### src/rtl/regfile_bus_arbiter.sv
// Round-robin arbiter that gives two requesters access to the register-file bus.
// Each transfer runs SETUP (select only), XFER (enable + done). A fetch may then add
// TURN cycles of idle bus turnaround. Every output is decoded from registered state only.
module regfile_bus_arbiter #(
  parameter int unsigned TURN_CYCLES = 1
) (
  input  logic       clock,
  input  logic       reset,
  input  logic       req0,
  input  logic       req1,
  input  logic       store0,
  input  logic       store1,
  input  logic [2:0] reg0,
  input  logic [2:0] reg1,
  output logic       gnt0,
  output logic       gnt1,
  output logic       done0,
  output logic       done1,
  output logic       read_data,
  output logic       write_data,
  output logic [2:0] input_select,
  output logic [2:0] output_select,
  output logic       busy
);

  typedef enum logic [1:0] {StIdle, StSetup, StXfer, StTurn} state_e;

  // The counter is loaded with TURN_CYCLES-1 so that TURN lasts exactly TURN_CYCLES cycles.
  localparam logic [1:0] TurnLoad = (TURN_CYCLES > 0) ? 2'(TURN_CYCLES - 1) : 2'd0;

  state_e     state_q, state_d;
  logic       winner_q, winner_d;   // 0 = requester 0, 1 = requester 1
  logic       store_q, store_d;
  logic [2:0] idx_q, idx_d;
  logic       last_q, last_d;       // requester most recently granted into XFER
  logic [1:0] cnt_q, cnt_d;
  logic       win_req;
  logic       active;
  logic       xfer;

  // State and latched-request registers.
  always_ff @(posedge clock or negedge reset) begin
    if (!reset) begin
      state_q  <= StIdle;
      winner_q <= 1'b0;
      store_q  <= 1'b0;
      idx_q    <= 3'b000;
      last_q   <= 1'b1;
      cnt_q    <= 2'd0;
    end else begin
      state_q  <= state_d;
      winner_q <= winner_d;
      store_q  <= store_d;
      idx_q    <= idx_d;
      last_q   <= last_d;
      cnt_q    <= cnt_d;
    end
  end

  // Next-state logic, arbitration and request latching.
  always_comb begin
    state_d  = state_q;
    winner_d = winner_q;
    store_d  = store_q;
    idx_d    = idx_q;
    last_d   = last_q;
    cnt_d    = cnt_q;
    win_req  = winner_q ? req1 : req0;
    unique case (state_q)
      StIdle: begin
        if (req0 || req1) begin
          // On a tie, grant the requester that was not granted last.
          winner_d = (req0 && req1) ? ~last_q : req1;
          store_d  = winner_d ? store1 : store0;
          idx_d    = winner_d ? reg1 : reg0;
          state_d  = StSetup;
        end
      end
      StSetup: begin
        if (!win_req) begin
          state_d = StIdle;  // aborted grant leaves the round-robin pointer untouched
        end else begin
          state_d = StXfer;
          last_d  = winner_q;
        end
      end
      StXfer: begin
        if (store_q || (TURN_CYCLES == 0)) begin
          state_d = StIdle;
        end else begin
          state_d = StTurn;
          cnt_d   = TurnLoad;
        end
      end
      StTurn: begin
        if (cnt_q == 2'd0) begin
          state_d = StIdle;
        end else begin
          cnt_d = cnt_q - 2'd1;
        end
      end
      default: state_d = StIdle;
    endcase
  end

  // Moore output decode from registered state.
  always_comb begin
    active        = (state_q == StSetup) || (state_q == StXfer);
    xfer          = (state_q == StXfer);
    gnt0          = active && !winner_q;
    gnt1          = active && winner_q;
    done0         = xfer && !winner_q;
    done1         = xfer && winner_q;
    read_data     = xfer && store_q;
    write_data    = xfer && !store_q;
    input_select  = (active && store_q) ? idx_q : 3'b000;
    output_select = (active && !store_q) ? idx_q : 3'b000;
    busy          = (state_q != StIdle);
  end

endmodule

### config.mk
export PLATFORM = sky130hd
export DESIGN_NAME = regfile_bus_arbiter
export DESIGN_NICKNAME = d
export VERILOG_FILES = /design/src/rtl/regfile_bus_arbiter.sv
export SDC_FILE = /design/constraint.sdc
export NUM_CORES = 1
export LEC_CHECK = 0
export CAP_MARGIN = 20
export CELL_PAD_IN_SITES_DETAIL_PLACEMENT = 1
export CELL_PAD_IN_SITES_GLOBAL_PLACEMENT = 2
export CORE_ASPECT_RATIO = 1.25
export CORE_MARGIN = 1.5
export CORE_UTILIZATION = 24
export DETAILED_ROUTE_END_ITERATION = 16
export PLACE_DENSITY = 0.74
export SLEW_MARGIN = 20
export SYNTH_ARGS = -nofsm -noshare
export SYNTH_HDL_FRONTEND = slang
export SYNTH_SLANG_ARGS = --single-unit
### constraint.sdc
create_clock -name clock -period 1.5 [get_ports clock]
set_clock_uncertainty 0.1 [all_clocks]
set_input_delay 0.15 -clock clock [delete_from_list [all_inputs] [get_ports clock]]
set_output_delay 0.15 -clock clock [all_outputs]
set_load 0.02 [all_outputs]
==> results.cfg, run 1 <==
[clocking]
cts_max_level = 1
cts_buffers = 3
cts_tree = built
clk_pin_slew_ns = 0.08
cts-root-buf = clkbuf_4
insertion_delay_ns = 0.27
cts_buffer_depth = 2
clock-sinks = 10

[die]
initial_utilization_pct = 25.4
core_area_um2 = 2680
rows = 21
die_h_um = 62.5
die_w_um = 50.6
design.die.area_um2 = 3170
pin_count = 25

[routing]
wire_per_inst_um = 14.2
wl_um = 2180
route.detailed.drc = 0
via_per_inst = 4.52
ant_nets = 0
num_vias = 692
dr.pass1.iters = 3
drt_iter0_markers = 1

[cells_and_area]
nets = 137
antennaDiodeCount = 0
area_growth_pct = 88.6
fillers = 307
final_common_cell = buf_6
final_area_um2 = 1280
final_cell_mix = buf_6, buf_4, clkdlybuf4s50_1, dfrtp_1
drive_gt1_share_pct = 52.1

[synth]
yosysWarnings = 0
seq_area_frac_synth_pct = 36.9
syn-mean-instance-area_um2 = 9.20
ys_ff_latch = 10
synth_cell_type_count = 24
syn_inst = 74
synth_top_cell_area_share_pct = 33.1
netlist_area_um2 = 681
syn_nets = 91
yosysTopAreaCell = dfrtp_1
ys_top_cells_by_area = dfrtp_1, ha_1, mux2i_1

[worst_setup_path]
worst_ep_arrival_time_ns = 1.38
critPathLaunchType = register
crit_required_ns = 1.25
crit_fanout = 5
critPathKind = reg -> out
cp-end-kind = output pin

[power]
power_density_nw_per_um2 = 2140
irDropWorstVdd_mv = 1.02
leakagePower_nw = 0.600

[timing]
tightest_slew_ns = 0.505
max_freq_mhz = 613
final_max_slew_viol_count = 0
finalSetupViolations = 16
setup_ws_ns = -0.132
period_share_pct = 109
final-hold-violation-count = 0
maxSlewHeadroom_pct = 66.2
rsz0062_at_grt = true
post-route-min-period_ns = 1.63

[job]
drv_cap = 0

[grt]
grt_use_total_pct = 14.7
grt_pass1_wl_um = 3440
grt_overflow_total = 0
antenna_found_initial = 0
grt_max_degree = 11
grt_pass1_vias = 778

[status]
status = finished with violations
violations = negative setup slack

[placed_design]
dpl.hpwl_um = 1670
routabilityCongestion = 0.688
io_buffer_count = 24
pre_cts_slack_ns = -0.398
place_area_um2 = 1070

[min_path]
hp-class = in -> async
[state kept, by name, summed over array words and instances (netlist names)]
name,cells
winner_q,1
store_q,1
idx_q,3
state_q,2
last_q,1
cnt_q,2
[layout make-up]
cell class / count / area [um2] / share of cell area [%]
clock buffers: 4 / 36.3 / 2.83
inverters: 8 / 30.0 / 2.34
multi-input cells: 55 / 518 / 40.4
flip-flops and latches: 10 / 251 / 19.6
well taps: 34 / 42.5 / 3.31
repair buffers: 42 / 405 / 31.6
[kinds of logic after synthesis]
family	after synthesis	share of synthesized area [%]
fa+ha+maj	5	9.19
simple gates	27	21.0
flops	10	36.9
mux	6	9.01
compound gates	17	18.8
buf+inv	9	5.15
[worst max-delay path, cell delays in order (launching register included)]
cell and delay [ns]:
dfrtp_1 0.40, buf_4 0.14, buf_6 0.12, ha_4 0.17, nor2b_1 0.13, buf_4 0.16
[stage by stage]
step / power [mW] / instances / TNS, ns / utilization, % / hold slack [ns]
6_report: 2.74 / 153 / -1.40 / 47.9 / 0.116
5_1_grt: 2.93 / 153 / -2.37 / 47.9 / 0.138
4_1_cts: 2.63 / 151 / -1.11 / 44.9 / 0.125
3_5_place_dp: 2.02 / 146 / -4.19 / 40.0 / 0.382
3_3_place_gp: 1.98 / 146 / -3.64 / 40.0 / 0.391
2_1_floorplan: 1.25 / 74 / 0 / - / -0.246
[worst paths after layout]
check / from / cells past startpoint / to / slack [ns]
max in group asynchronous: reset / 1 / last_q / 0.83
worst min register to register: cnt_q[1] / 2 / cnt_q[1] / 0.42
worst min-delay path: reset / 1 / store_q / 0.12
min in group clock: store0 / 3 / store_q / 0.41
worst max-delay path: state_q[1] / 5 / done0 / -0.13
worst max register to register: state_q[1] / 7 / state_q[0] / -0.12
[Yosys cell counts]
library cell  n
and2_1        6
nor2_1        6
mux2i_1       5
and2b_1       1
inv_1         8
nand2b_1      3
o32a_1        1
nor2b_1       3
a211oi_1      1
buf_2         1
ha_1          5
o221ai_1      2
and3_1        3
a22o_1        1
a21oi_1       7
o22a_1        1
o2bb2ai_1     1
dfrtp_1       9
dfstp_2       1
mux2_2        1
a21boi_4      1
o21ai_0       1
nand2_1       5
o21a_1        1
[metal layers]
metal  share of wire (%)  GRT usage, %  wire length (um)
met5                   0             0                 0
met2                  61          30.3              1330
met3                 3.2          2.15                70
met1                  35          13.0               755
met4                0.96          7.09                21
[what timing repair did]
action	CTS	global route
pin swaps	4	5
hold buffers	0	0
endpoints found under the hold margin	0	0
setup buffers	1	2
setup endpoints to repair	17	19
gates resized for setup	92	14
[power by group]
part | switching, mW | internal [mW]
clock network | 0.104 | 0.147
registers | 0.134 | 0.390
logic | 0.857 | 1.11
total | 1.10 | 1.65
No activity file was read; power rests on OpenSTA's default activity.
==> inputs of run 2 (changes only) <==
CORE_UTILIZATION = 34   (was 24)
DONT_BUFFER_PORTS = 1   (was default)
PLACE_DENSITY = 0.73   (was 0.74)
==> run 2 against run 1 <==
Against the previous run:
- the flow finishes with violations (negative hold slack, negative setup slack)
- sequential power up 2%
- final area is 22% lower
- wire length shrank 12%
- hold slack lost 0.12 ns
- clock power is 4% higher
- critical endpoint is now gnt0
- largest cell class unchanged
- largest power group unchanged
==> results.cfg, run 2 (synthesis gave the netlist of run 1 again) <==
[cells_and_area]
area_growth_pct = 47.6
antennaDiodeCount = 0
final_common_cell = dlygate4sd3_1
fin_util_pct = 54.9
final_cell_mix = dlygate4sd3_1, dfrtp_1, buf_4, nor2_1, a21oi_1
regMostFlops = idx_q
drive_gt1_share_pct = 40.8
reg.largest.list = idx_q (3), cnt_q (2), state_q (2)
fillers = 211
largest_reg_flops = 3
nets = 116

[clocking]
cts-root-buf = clkbuf_4
cts_buffers = 3
clk_pin_slew_ns = 0.07
insertion_delay_ns = 0.29
clock-sinks = 10
cts_buffer_depth = 2
cts_tree = built
cts_max_level = 1

[routing]
dr.pass1.iters = 3
ant_nets = 0
drt_iter0_markers = 4
wl_um = 1910
via_per_inst = 5.34
wire_per_inst_um = 16.3
num_vias = 625
route.detailed.drc = 0

[status]
status = finished with violations
violations = negative hold slack, negative setup slack

[grt]
antenna_found_initial = 0
grt_max_degree = 11
grt_pass1_wl_um = 2930
grt_use_total_pct = 18.2
grt_overflow_total = 0
grt_pass1_vias = 632

[timing]
setup_ws_ns = -0.101
rsz0062_at_grt = true
period_share_pct = 107
maxSlewHeadroom_pct = 69.7
holdWs_ns = -0.00910
final_max_slew_viol_count = 0
tightest_slew_ns = 0.453
final-hold-violation-count = 1
finalSetupViolations = 13
max_freq_mhz = 625
finalSetupTns_ns = -0.892
post-route-min-period_ns = 1.60

[die]
die_w_um = 43.0
initial_utilization_pct = 37.2
design.die.area_um2 = 2280
die_h_um = 53.0
rows = 17
pin_count = 25
core_area_um2 = 1830

[power]
power_density_nw_per_um2 = 2170
leakagePower_nw = 0.463
irDropWorstVdd_mv = 1.01
power_mw = 2.18

[worst_setup_path]
worst_r2r_startpoint = state_q[0]
cp-end-kind = output pin
worst_ep_arrival_time_ns = 1.35
critPathLaunchType = register
critPathKind = reg -> out
critPathLaunch = state_q[0]
crit_fanout = 5
crit_required_ns = 1.25

[placed_design]
routabilityCongestion = 0.821
io_buffer_count = 0
pre_cts_slack_ns = -0.000675
dpl.hpwl_um = 1260

[job]
drv_cap = 0

[min_path]
hp-class = in -> reg
worstHoldStart = store1
run 2: cell types whose count changed in the layout (fill, tap and decap cells not counted), moves of 3 or more:
cell,before,now
dlygate4sd3_1,0,10
clkdlybuf4s50_1,11,0
and3_2,0,3
buf_6,16,2
buf_4,14,9
run 2: power breakdown:
group | switching [mW] | internal, mW | total, mW
registers | 0.143 | 0.389 | 0.533
clock network | 0.114 | 0.148 | 0.262
logic | 0.723 | 0.665 | 1.39
run 2: final cells by class:
cell class | count | area [um2] | share of cell area (%)
inverters | 8 | 30.0 | 2.99
clock buffers | 4 | 36.3 | 3.61
multi-input cells | 55 | 473 | 47.1
well taps | 19 | 23.8 | 2.37
flip-flops and latches | 10 | 251 | 25.0
repair buffers | 21 | 190 | 18.9
run 2: metal layers:
layer	global-route usage, %	share of wire [%]
met5	0	0
met4	10.6	2.5
met1	21.8	46
met2	29.8	49
met3	4.10	2.7
run 2: through the flow:
| stage | area, um2 | std cells |
|---|---|---|
| 3_5_place_dp | 744 | 98 |
| 5_1_grt | 1000 | 117 |
| 3_3_place_gp | 744 | 98 |
| 4_1_cts | 967 | 116 |
| 2_1_floorplan | 681 | 74 |
| 6_report | 1000 | 117 |
run 2: path summary, 6_finish.rpt:
kind	slack [ns]	to	cells past startpoint
min reg2reg	0.39	cnt_q[1]	2
max	-0.10	gnt0	5
min in group asynchronous	0.14	cnt_q[1]	1
max reg2reg	0	state_q[1]	5
max in group asynchronous	0.81	last_q	1
min	-0.009	store_q	2
run 2: critical path, cell delays in order (launching register included):
cell	delay, ns
dfrtp_1	0.40
inv_2	0.10
ha_4	0.21
buf_6	0.12
nor2b_4	0.12
buf_6	0.13
run 2: what timing repair did:
action / 4_1_cts / 5_1_grt
gates cloned: 0 / 0
buffers inserted: 4 / 1
pin swaps: 4 / 0
endpoints found under the setup margin: 13 / 16
endpoints found under the hold margin: 15 / 0
gates resized for setup: 22 / 8
hold buffers: 10 / 0
==> inputs of run 3 (changes only) <==
--- a/config.mk
+++ b/config.mk
@@ -7,2 +7,3 @@
 export LEC_CHECK = 0
+export ABC_CLOCK_PERIOD_IN_PS = 1500
 export CAP_MARGIN = 20
--- a/constraint.sdc
+++ b/constraint.sdc
@@ -4,2 +4,2 @@
 set_output_delay 0.15 -clock clock [all_outputs]
-set_load 0.02 [all_outputs]
+set_load 0.005 [all_outputs]
==> run 3 against run 2 <==
Against the previous run:
- the run ends with negative setup slack left
- wire length is 8.2% lower
- hold slack better by 0.026 ns
- total power decreased by 19%
- largest cell class unchanged
==> results.cfg, run 3 (synthesis gave the netlist of run 1 again) <==
[cells_and_area]
nets = 111
final_area_um2 = 931
drive_gt1_share_pct = 28.0
antennaDiodeCount = 0
regMostFlops = idx_q
reg.largest.list = idx_q (3), cnt_q (2), state_q (2)
final_cell_mix = dlygate4sd3_1, dfrtp_1
final_common_cell = dlygate4sd3_1
fin_util_pct = 50.9
area_growth_pct = 36.8
largest_reg_flops = 3

[worst_setup_path]
worst_r2r_startpoint = state_q[0]
critPathKind = reg -> out
critPathLaunch = state_q[1]
crit_fanout = 3
cp-end-kind = output pin
crit_required_ns = 1.25
critPathLaunchType = register
worst_ep_arrival_time_ns = 1.32

[grt]
grt_pass1_vias = 621
grt_overflow_total = 0
grt_use_total_pct = 16.8
antenna_found_initial = 0
grt_pass1_wl_um = 2800
grt_max_degree = 11

[clocking]
cts_buffers = 3
insertion_delay_ns = 0.27
cts_buffer_depth = 2
clk_pin_slew_ns = 0.07
clock-sinks = 10
cts-root-buf = clkbuf_4
cts_tree = built
cts_max_level = 1

[placed_design]
io_buffer_count = 0
dpl.hpwl_um = 1210
place_area_um2 = 729
routabilityCongestion = 0.765

[timing]
period_share_pct = 105
max_freq_mhz = 635
holdWs_ns = 0.0169
maxSlewHeadroom_pct = 66.7
final-hold-violation-count = 0
finalSetupViolations = 12
setup_ws_ns = -0.0747
rsz0062_at_grt = true
tightest_slew_ns = 0.498
post-route-min-period_ns = 1.57
final_max_slew_viol_count = 0

[power]
netSwitchingPower_mw = 0.706
irDropWorstVdd_mv = 0.971
p_clk_share_pct = 14.5
pwr-share-comb_pct = 55.4
seq_power_share_pct = 30.1
p_int_mw = 1.07
power_density_nw_per_um2 = 1910
power_mw = 1.78
leakagePower_nw = 0.433
p_sw_share_pct = 39.8

[status]
status = finished with violations
violations = negative setup slack

[die]
die_w_um = 43.0
rows = 17
die_h_um = 53.0
core_area_um2 = 1830
pin_count = 25
design.die.area_um2 = 2280
initial_utilization_pct = 37.2

[min_path]
worstHoldStart = req0
hp-class = in -> reg

[job]
drv_cap = 0

[routing]
ant_nets = 0
num_vias = 602
dr.pass1.iters = 2
wire_per_inst_um = 15.6
drt_iter0_markers = 1
route.detailed.drc = 0
via_per_inst = 5.38
wl_um = 1750
## run 3: path summary, 6_finish.rpt
| check | cells past startpoint | slack [ns] | end |
|---|---|---|---|
| min in group asynchronous | 1 | 0.17 | cnt_q[0] |
| worst max register to register | 4 | -0.05 | state_q[0] |
| worst min register to register | 2 | 0.42 | cnt_q[1] |
| worst max-delay path | 4 | -0.07 | output_select[1] |
| max in group asynchronous | 1 | 0.77 | last_q |
| worst min-delay path | 3 | 0.02 | winner_q |
## run 3: layout make-up
class	instances	area, um2
fillers	221	898
multi-input cells	55	444
flip-flops and latches	10	251
repair buffers	16	145
clock buffers	4	36.3
inverters	8	30.0
well taps	19	23.8
## run 3: through the flow
step	std cells	setup slack, ns	setup TNS, ns
after floorplan	74	0.117	0
after global placement	96	0.0785	0
after detailed placement	96	0.0356	0
after CTS	112	-0.0814	-0.668
after global routing	112	-0.132	-1.36
final	112	-0.0747	-0.564
## run 3: critical path: stages, from the launching register on
cell and delay, ns:
dfrtp_1 0.41, inv_2 0.07, ha_4 0.26, nor2b_4 0.15
and2_4 0.15
## run 3: per-layer routing
| layer | up-vias | track usage (%) | share of wire, % |
|---|---|---|---|
| met3 | 2 | 2.05 | 3.0 |
| met5 | - | 0 | 0 |
| met1 | 294 | 19.2 | 44 |
| met4 | 0 | 4.55 | 1.1 |
| met2 | 15 | 32.6 | 52 |
| li1 | 291 | - | - |
## run 3: power groups by stage
| stage | combinational, mW | clock [mW] | sequential [mW] |
|---|---|---|---|
| 2_1_floorplan | 0.560 | 0 | 0.483 |
| 3_5_place_dp | 0.752 | 0 | 0.528 |
| 5_1_grt | 1.10 | 0.262 | 0.555 |
| 3_3_place_gp | 0.749 | 0 | 0.521 |
| 6_report | 0.984 | 0.257 | 0.534 |
| 4_1_cts | 0.955 | 0.259 | 0.534 |
## run 3: what timing repair did
action,CTS,global route
setup buffers,2,0
pin swaps,4,1
hold endpoints to repair,15,0
setup endpoints to repair,10,14
hold buffers,10,0
resized for setup,11,4
